`config.mk`:
```
export PLATFORM = sky130hd
export DESIGN_NAME = channel_hop_selector
export DESIGN_NICKNAME = d
export VERILOG_FILES = /design/src/rtl/chan_sel_pkg.sv /design/src/rtl/energy_accum_bank.sv /design/src/rtl/channel_hop_selector.sv
export SDC_FILE = /design/constraint.sdc
export NUM_CORES = 1
export LEC_CHECK = 0
export CORE_ASPECT_RATIO = 0.9
export CORE_MARGIN = 2
export CORE_UTILIZATION = 25
export DETAILED_ROUTE_END_ITERATION = 16
export PLACE_DENSITY = 0.45
export SYNTH_ARGS = -nofsm -noshare
export SYNTH_HDL_FRONTEND = slang
export SYNTH_SLANG_ARGS = --single-unit
```
`constraint.sdc`:
```
create_clock -name clk -period 4.7 [get_ports clk]
set_input_delay 0.47 -clock clk [delete_from_list [all_inputs] [get_ports clk]]
set_output_delay 0.47 -clock clk [all_outputs]
set_load 0.02 [all_outputs]
```
`src/rtl/chan_sel_pkg.sv`:
```
// Shared types and width helpers for the channel hop selector.
package chan_sel_pkg;

  typedef enum logic [1:0] {
    ACCUM  = 2'd0,
    SCAN   = 2'd1,
    DECIDE = 2'd2
  } state_t;

  localparam int DEF_NUM_CH    = 8;
  localparam int DEF_ENERGY_W  = 8;
  localparam int DEF_WIN_LOG2  = 2;
  localparam int DEF_HYST      = 4;
  localparam int DEF_MIN_DWELL = 2;

  localparam int DEF_ACC_W   = DEF_ENERGY_W + DEF_WIN_LOG2;
  localparam int DEF_DWELL_W = $clog2(DEF_MIN_DWELL + 1);

  // Accumulator holds 2**win_log2 full-scale samples without overflow.
  function automatic int acc_width(input int energy_w, input int win_log2);
    return energy_w + win_log2;
  endfunction

  function automatic int dwell_width(input int min_dwell);
    return (min_dwell < 1) ? 1 : $clog2(min_dwell + 1);
  endfunction

endpackage

```
`src/rtl/energy_accum_bank.sv`:
```
// Per-channel energy accumulators with a synchronous clear and an indexed
// windowed-average read port used by the scan.
module energy_accum_bank
  import chan_sel_pkg::*;
#(
  parameter int NUM_CH   = DEF_NUM_CH,
  parameter int ENERGY_W = DEF_ENERGY_W,
  parameter int WIN_LOG2 = DEF_WIN_LOG2,
  parameter int CH_W     = $clog2(NUM_CH)
) (
  input  logic                         clk,
  input  logic                         reset,
  input  logic                         add,
  input  logic                         clear,
  input  logic [NUM_CH*ENERGY_W-1:0]   sample_energy,
  input  logic [CH_W-1:0]              rd_idx,
  output logic [ENERGY_W-1:0]          rd_avg
);

  localparam int ACC_W = acc_width(ENERGY_W, WIN_LOG2);

  logic [ACC_W-1:0] acc [NUM_CH];

  always_ff @(posedge clk or posedge reset) begin
    if (reset) begin
      for (int i = 0; i < NUM_CH; i++) acc[i] <= '0;
    end else if (clear) begin
      for (int i = 0; i < NUM_CH; i++) acc[i] <= '0;
    end else if (add) begin
      for (int i = 0; i < NUM_CH; i++)
        acc[i] <= acc[i] + ACC_W'(sample_energy[i*ENERGY_W +: ENERGY_W]);
    end
  end

  // Floor average; out-of-range indices (non power-of-two NUM_CH) read 0.
  always_comb begin
    rd_avg = '0;
    for (int i = 0; i < NUM_CH; i++) begin
      if (CH_W'(i) == rd_idx) rd_avg = ENERGY_W'(acc[i] >> WIN_LOG2);
    end
  end

endmodule

```
`src/rtl/channel_hop_selector.sv`:
```
// Windowed least-jammed channel selector with hysteresis and minimum dwell
// before hopping the link to a new channel.
module channel_hop_selector
  import chan_sel_pkg::*;
#(
  parameter int NUM_CH    = DEF_NUM_CH,
  parameter int ENERGY_W  = DEF_ENERGY_W,
  parameter int WIN_LOG2  = DEF_WIN_LOG2,
  parameter int HYST      = DEF_HYST,
  parameter int MIN_DWELL = DEF_MIN_DWELL,
  parameter int CH_W      = $clog2(NUM_CH)
) (
  input  logic                        clk,
  input  logic                        reset,
  input  logic                        sample_valid,
  input  logic [NUM_CH*ENERGY_W-1:0]  sample_energy,
  output logic                        sample_ready,
  output logic [CH_W-1:0]             safest_channel,
  output logic                        channel_valid,
  output logic [ENERGY_W-1:0]         best_energy,
  output logic                        hop_pulse
);

  localparam int DWELL_W = dwell_width(MIN_DWELL);
  localparam logic [ENERGY_W:0]  HYST_V      = (ENERGY_W+1)'(HYST);
  localparam logic [DWELL_W-1:0] MIN_DWELL_V = DWELL_W'(MIN_DWELL);
  localparam logic [CH_W-1:0]    LAST_CH     = CH_W'(NUM_CH - 1);

  state_t                state, state_nxt;
  logic [WIN_LOG2-1:0]   smp_cnt;
  logic [CH_W-1:0]       scan_idx;
  logic [CH_W-1:0]       best_idx;
  logic [ENERGY_W-1:0]   best_avg;
  logic [ENERGY_W-1:0]   cur_avg;
  logic [ENERGY_W-1:0]   rd_avg;
  logic [DWELL_W-1:0]    dwell_cnt;
  logic                  accept;
  logic                  acc_add;
  logic                  acc_clear;
  logic                  win_last;
  logic                  scan_last;
  logic                  hop_ok;

  assign win_last  = (smp_cnt == '1);
  assign scan_last = (scan_idx == LAST_CH);

  energy_accum_bank #(
    .NUM_CH   (NUM_CH),
    .ENERGY_W (ENERGY_W),
    .WIN_LOG2 (WIN_LOG2),
    .CH_W     (CH_W)
  ) u_bank (
    .clk           (clk),
    .reset         (reset),
    .add           (acc_add),
    .clear         (acc_clear),
    .sample_energy (sample_energy),
    .rd_idx        (scan_idx),
    .rd_avg        (rd_avg)
  );

  always_ff @(posedge clk or posedge reset) begin
    if (reset) state <= ACCUM;
    else       state <= state_nxt;
  end

  always_comb begin
    state_nxt = state;
    case (state)
      ACCUM:   if (accept && win_last) state_nxt = SCAN;
      SCAN:    if (scan_last)          state_nxt = DECIDE;
      DECIDE:                          state_nxt = ACCUM;
      default:                         state_nxt = ACCUM;
    endcase
  end

  always_comb begin
    sample_ready = 1'b0;
    accept       = 1'b0;
    acc_add      = 1'b0;
    acc_clear    = 1'b0;
    case (state)
      ACCUM: begin
        sample_ready = 1'b1;
        accept       = sample_valid;
        acc_add      = sample_valid;
      end
      DECIDE:  acc_clear = 1'b1;
      default: ;
    endcase
  end

  always_ff @(posedge clk or posedge reset) begin
    if (reset)       smp_cnt <= '0;
    else if (accept) smp_cnt <= smp_cnt + 1'b1;
  end

  // Scan: strict less-than so ties keep the lowest index.
  always_ff @(posedge clk or posedge reset) begin
    if (reset) begin
      scan_idx <= '0;
      best_idx <= '0;
      best_avg <= '0;
      cur_avg  <= '0;
    end else if (state == SCAN) begin
      scan_idx <= scan_last ? '0 : scan_idx + 1'b1;
      if (scan_idx == '0 || rd_avg < best_avg) begin
        best_idx <= scan_idx;
        best_avg <= rd_avg;
      end
      if (scan_idx == safest_channel) cur_avg <= rd_avg;
    end
  end

  // Hysteresis sum is one bit wider so best_avg + HYST never wraps.
  assign hop_ok = (best_idx != safest_channel) &&
                  (({1'b0, best_avg} + HYST_V) < {1'b0, cur_avg}) &&
                  (dwell_cnt >= MIN_DWELL_V);

  always_ff @(posedge clk or posedge reset) begin
    if (reset) begin
      safest_channel <= '0;
      best_energy    <= '0;
      channel_valid  <= 1'b0;
      hop_pulse      <= 1'b0;
      dwell_cnt      <= '0;
    end else begin
      hop_pulse <= 1'b0;
      if (state == DECIDE) begin
        if (!channel_valid || hop_ok) begin
          safest_channel <= best_idx;
          best_energy    <= best_avg;
          channel_valid  <= 1'b1;
          hop_pulse      <= 1'b1;
          dwell_cnt      <= '0;
        end else begin
          best_energy <= cur_avg;
          if (dwell_cnt < MIN_DWELL_V) dwell_cnt <= dwell_cnt + 1'b1;
        end
      end
    end
  end

endmodule

```
==> metrics.csv <==
metric,value,unit
status,"complete, no violations",
placed_area,9890,um2
diodes,0,
wl_per_cell,16.3,um
max-vdd-ir-drop,0.310,mV
ys_top_cells_by_area,"dfrtp_1, ha_1, o21ai_0, nand3_1, nand2_1",
period_needed,4.24,ns
max-slew-margin-rel,40.1,%
start_util,25.4,%
clk_pin_slew,0.06,ns
yosysSeqAreaShare,35.2,%
start_kind,register,
finalHoldViolCount,0,
synthDistinctLibCells,63,
nets,1181,
syn_nets,1118,
grt_overflow,0,
routed_wl,24.3,mm
root_buffer,clkbuf_16,
yosysTopAreaCell,dfrtp_1,
final_area,10500,um2
cp-end-kind,register,
arrival,4.54,ns
num_vias,7179,
rsz0062_at_grt,false,
async_flop_share,100,%
rows,64,
die_w,200,um
syn-instance-count,956,
cp_cell_sequence,"ha_1, ha_1, or4b_1, o22ai_1, a221oi_1, ha_1, a211oi_1, nor2_1, or3_1, o21bai_2, a21oi_4, mux2_2",
ys_seq_elements,121,
viasPerCell,4.81,
cpPeakStageDelay,0.72,ns
hold_class,reg2reg,
die-area,35900,um2
portBuffers,80,
slowest_stage,or4b_1,
path_class,reg2reg,
powerDensity,712,nW/um2
fmax,236,MHz
cap_violations,0,
grt_max_degree,66,
post_cts_buffers,0,
drcViolationCount,0,
final_util,31.1,%
io_pins,81,
h-tree-depth,4,
cts_made_buffers,17,
path_max_fanout,16,
synth_top_area_share,35.2,%
coreArea,34000,um2
detail-route-antenna-nets,0,
timing.final.crit_share,90.1,%
drt_iter0_drc,372,
total_leakage_power,0.00457,uW
place_congestion,0.868,
fin_skew,0.00918,ns
die_h,180,um
drt_pass1_iterations,4,
synth_edf_count,0,
cts_num_sinks,121,
synthFlopType,dfrtp_1,
cts_tree,yes,
clk_latency,0.43,ns
detailed_place_hpwl,18.0,mm
yosysWarnings,0,
syn_area,8610,um2
synth_most_common_cell,dfrtp_1,
timing.setup.tns,0,ns
yosys-top-cells-count,"dfrtp_1, o21ai_0, ha_1",
area_growth,22.5,%
grt_pass1_vias,7123,
critical_path_required,5.01,ns
cts_buffer_depth,2,
syn_area_per_cell,9.01,um2
antenna_found_initial,0,
grt_usage,14.1,%
cts_resized,0,
path_common_cell,ha_1,
grt_pass1_wl,39.6,mm
finalSetupViolCount,0,
tightest_slew,0.899,ns
cts_hold_buf,0,
drive_above_1_share,6.69,%
slew_violations,0,
==> placed cells by master (no fill, tap or decap), types with 9 or more instances in the layout <==
master	n
dfrtp_1	121
o21ai_0	118
ha_1	87
clkdlybuf4s50_1	80
nand2_1	79
nand3_1	62
a21oi_1	57
nor2_1	42
inv_1	36
xnor2_1	30
a21o_1	27
xor2_1	24
o21bai_1	22
a31oi_1	20
a211oi_1	19
clkbuf_16	17
nand2b_1	16
nor3_1	12
mux2_2	12
nand4_1	10
mux2i_1	9
o211ai_1	9
==> worst paths after layout <==
check                                   startpoint                    endpoint  slack (ns)  cells after the start
max reg2reg                scan_idx[0]$_DFFE_PP0P_     best_avg[7]$_DFFE_PP0P_        0.46                     12
max                        scan_idx[0]$_DFFE_PP0P_     best_avg[7]$_DFFE_PP0P_        0.46                     12
min in group asynchronous                    reset   u_bank.acc[1]$_DFFE_PP0P_        0.59                      2
min reg2reg                 smp_cnt[0]$_DFFE_PP0P_      smp_cnt[0]$_DFFE_PP0P_        0.48                      1
max in group asynchronous                    reset  u_bank.acc[68]$_DFFE_PP0P_        3.26                      3
min                         smp_cnt[0]$_DFFE_PP0P_      smp_cnt[0]$_DFFE_PP0P_        0.48                      1
==> through the flow <==
step / hold WS (ns) / power, uW / setup slack (ns) / instances
floorplan: 0.439 / 4980 / 1.02 / 956
detailed placement: 0.466 / 6060 / 0.486 / 1462
global route: 0.514 / 8260 / 0.159 / 1494
global placement: 0.462 / 6020 / 0.612 / 1462
CTS: 0.479 / 7590 / 0.477 / 1494
finish: 0.482 / 7510 / 0.463 / 1494
==> registers in the layout (all words and copies together), names as in the netlist <==
signal	cells
cur_avg	8
best_avg	8
scan_idx	3
channel_valid	1
safest_channel	3
best_idx	3
u_bank.acc	80
best_energy	8
dwell_cnt	2
state	2
hop_pulse	1
smp_cnt	2
==> worst max-delay path: cells and delay by family (launching register included) <==
family / cells / cell delay (ns)
compound gates: 5 / 1.17
fa+ha+maj: 3 / 0.98
flops: 1 / 0.44
mux: 1 / 0.39
simple gates: 3 / 1.15
==> report_power, final <==
| part | internal [uW] | switching [uW] | leakage, uW |
|---|---|---|---|
| registers | 1540 | 547 | 0.00149 |
| logic | 1770 | 2180 | 0.00277 |
| clock network | 966 | 508 | 0.000312 |
| total | 4280 | 3230 | 0.00457 |
==> cell type report <==
class	count	area (um2)
clock inverter	12	196
inverter	38	145
multi-input combinational	752	5260
timing repair buffer	89	881
clock buffer	20	457
tap	462	578
sequential	121	3030
fill	3594	23400
==> routing by layer <==
layer  vias up  wire, um  global-route usage [%]
met1      3431     12200                    19.9
met3        15       886                    2.88
met5         -         0                       0
met4         0       239                    3.50
li1       3638         -                       -
met2        95     11000                    22.2
==> cell families (layout without fill, tap and decap cells) <==
kind of cell | after synthesis | after routing | share of synthesized area [%]
AOI/OAI and AO/OA | 317 | 317 | 23.0
xor gates and xnor gates | 54 | 54 | 5.49
adders and majority gates | 95 | 95 | 14.5
buffers and inverters | 83 | 159 | 3.89
DFF | 121 | 121 | 35.2
muxes | 21 | 21 | 2.62
and+or+nand+nor | 265 | 265 | 15.3
Note: power is estimated with default switching activity, not from simulation.
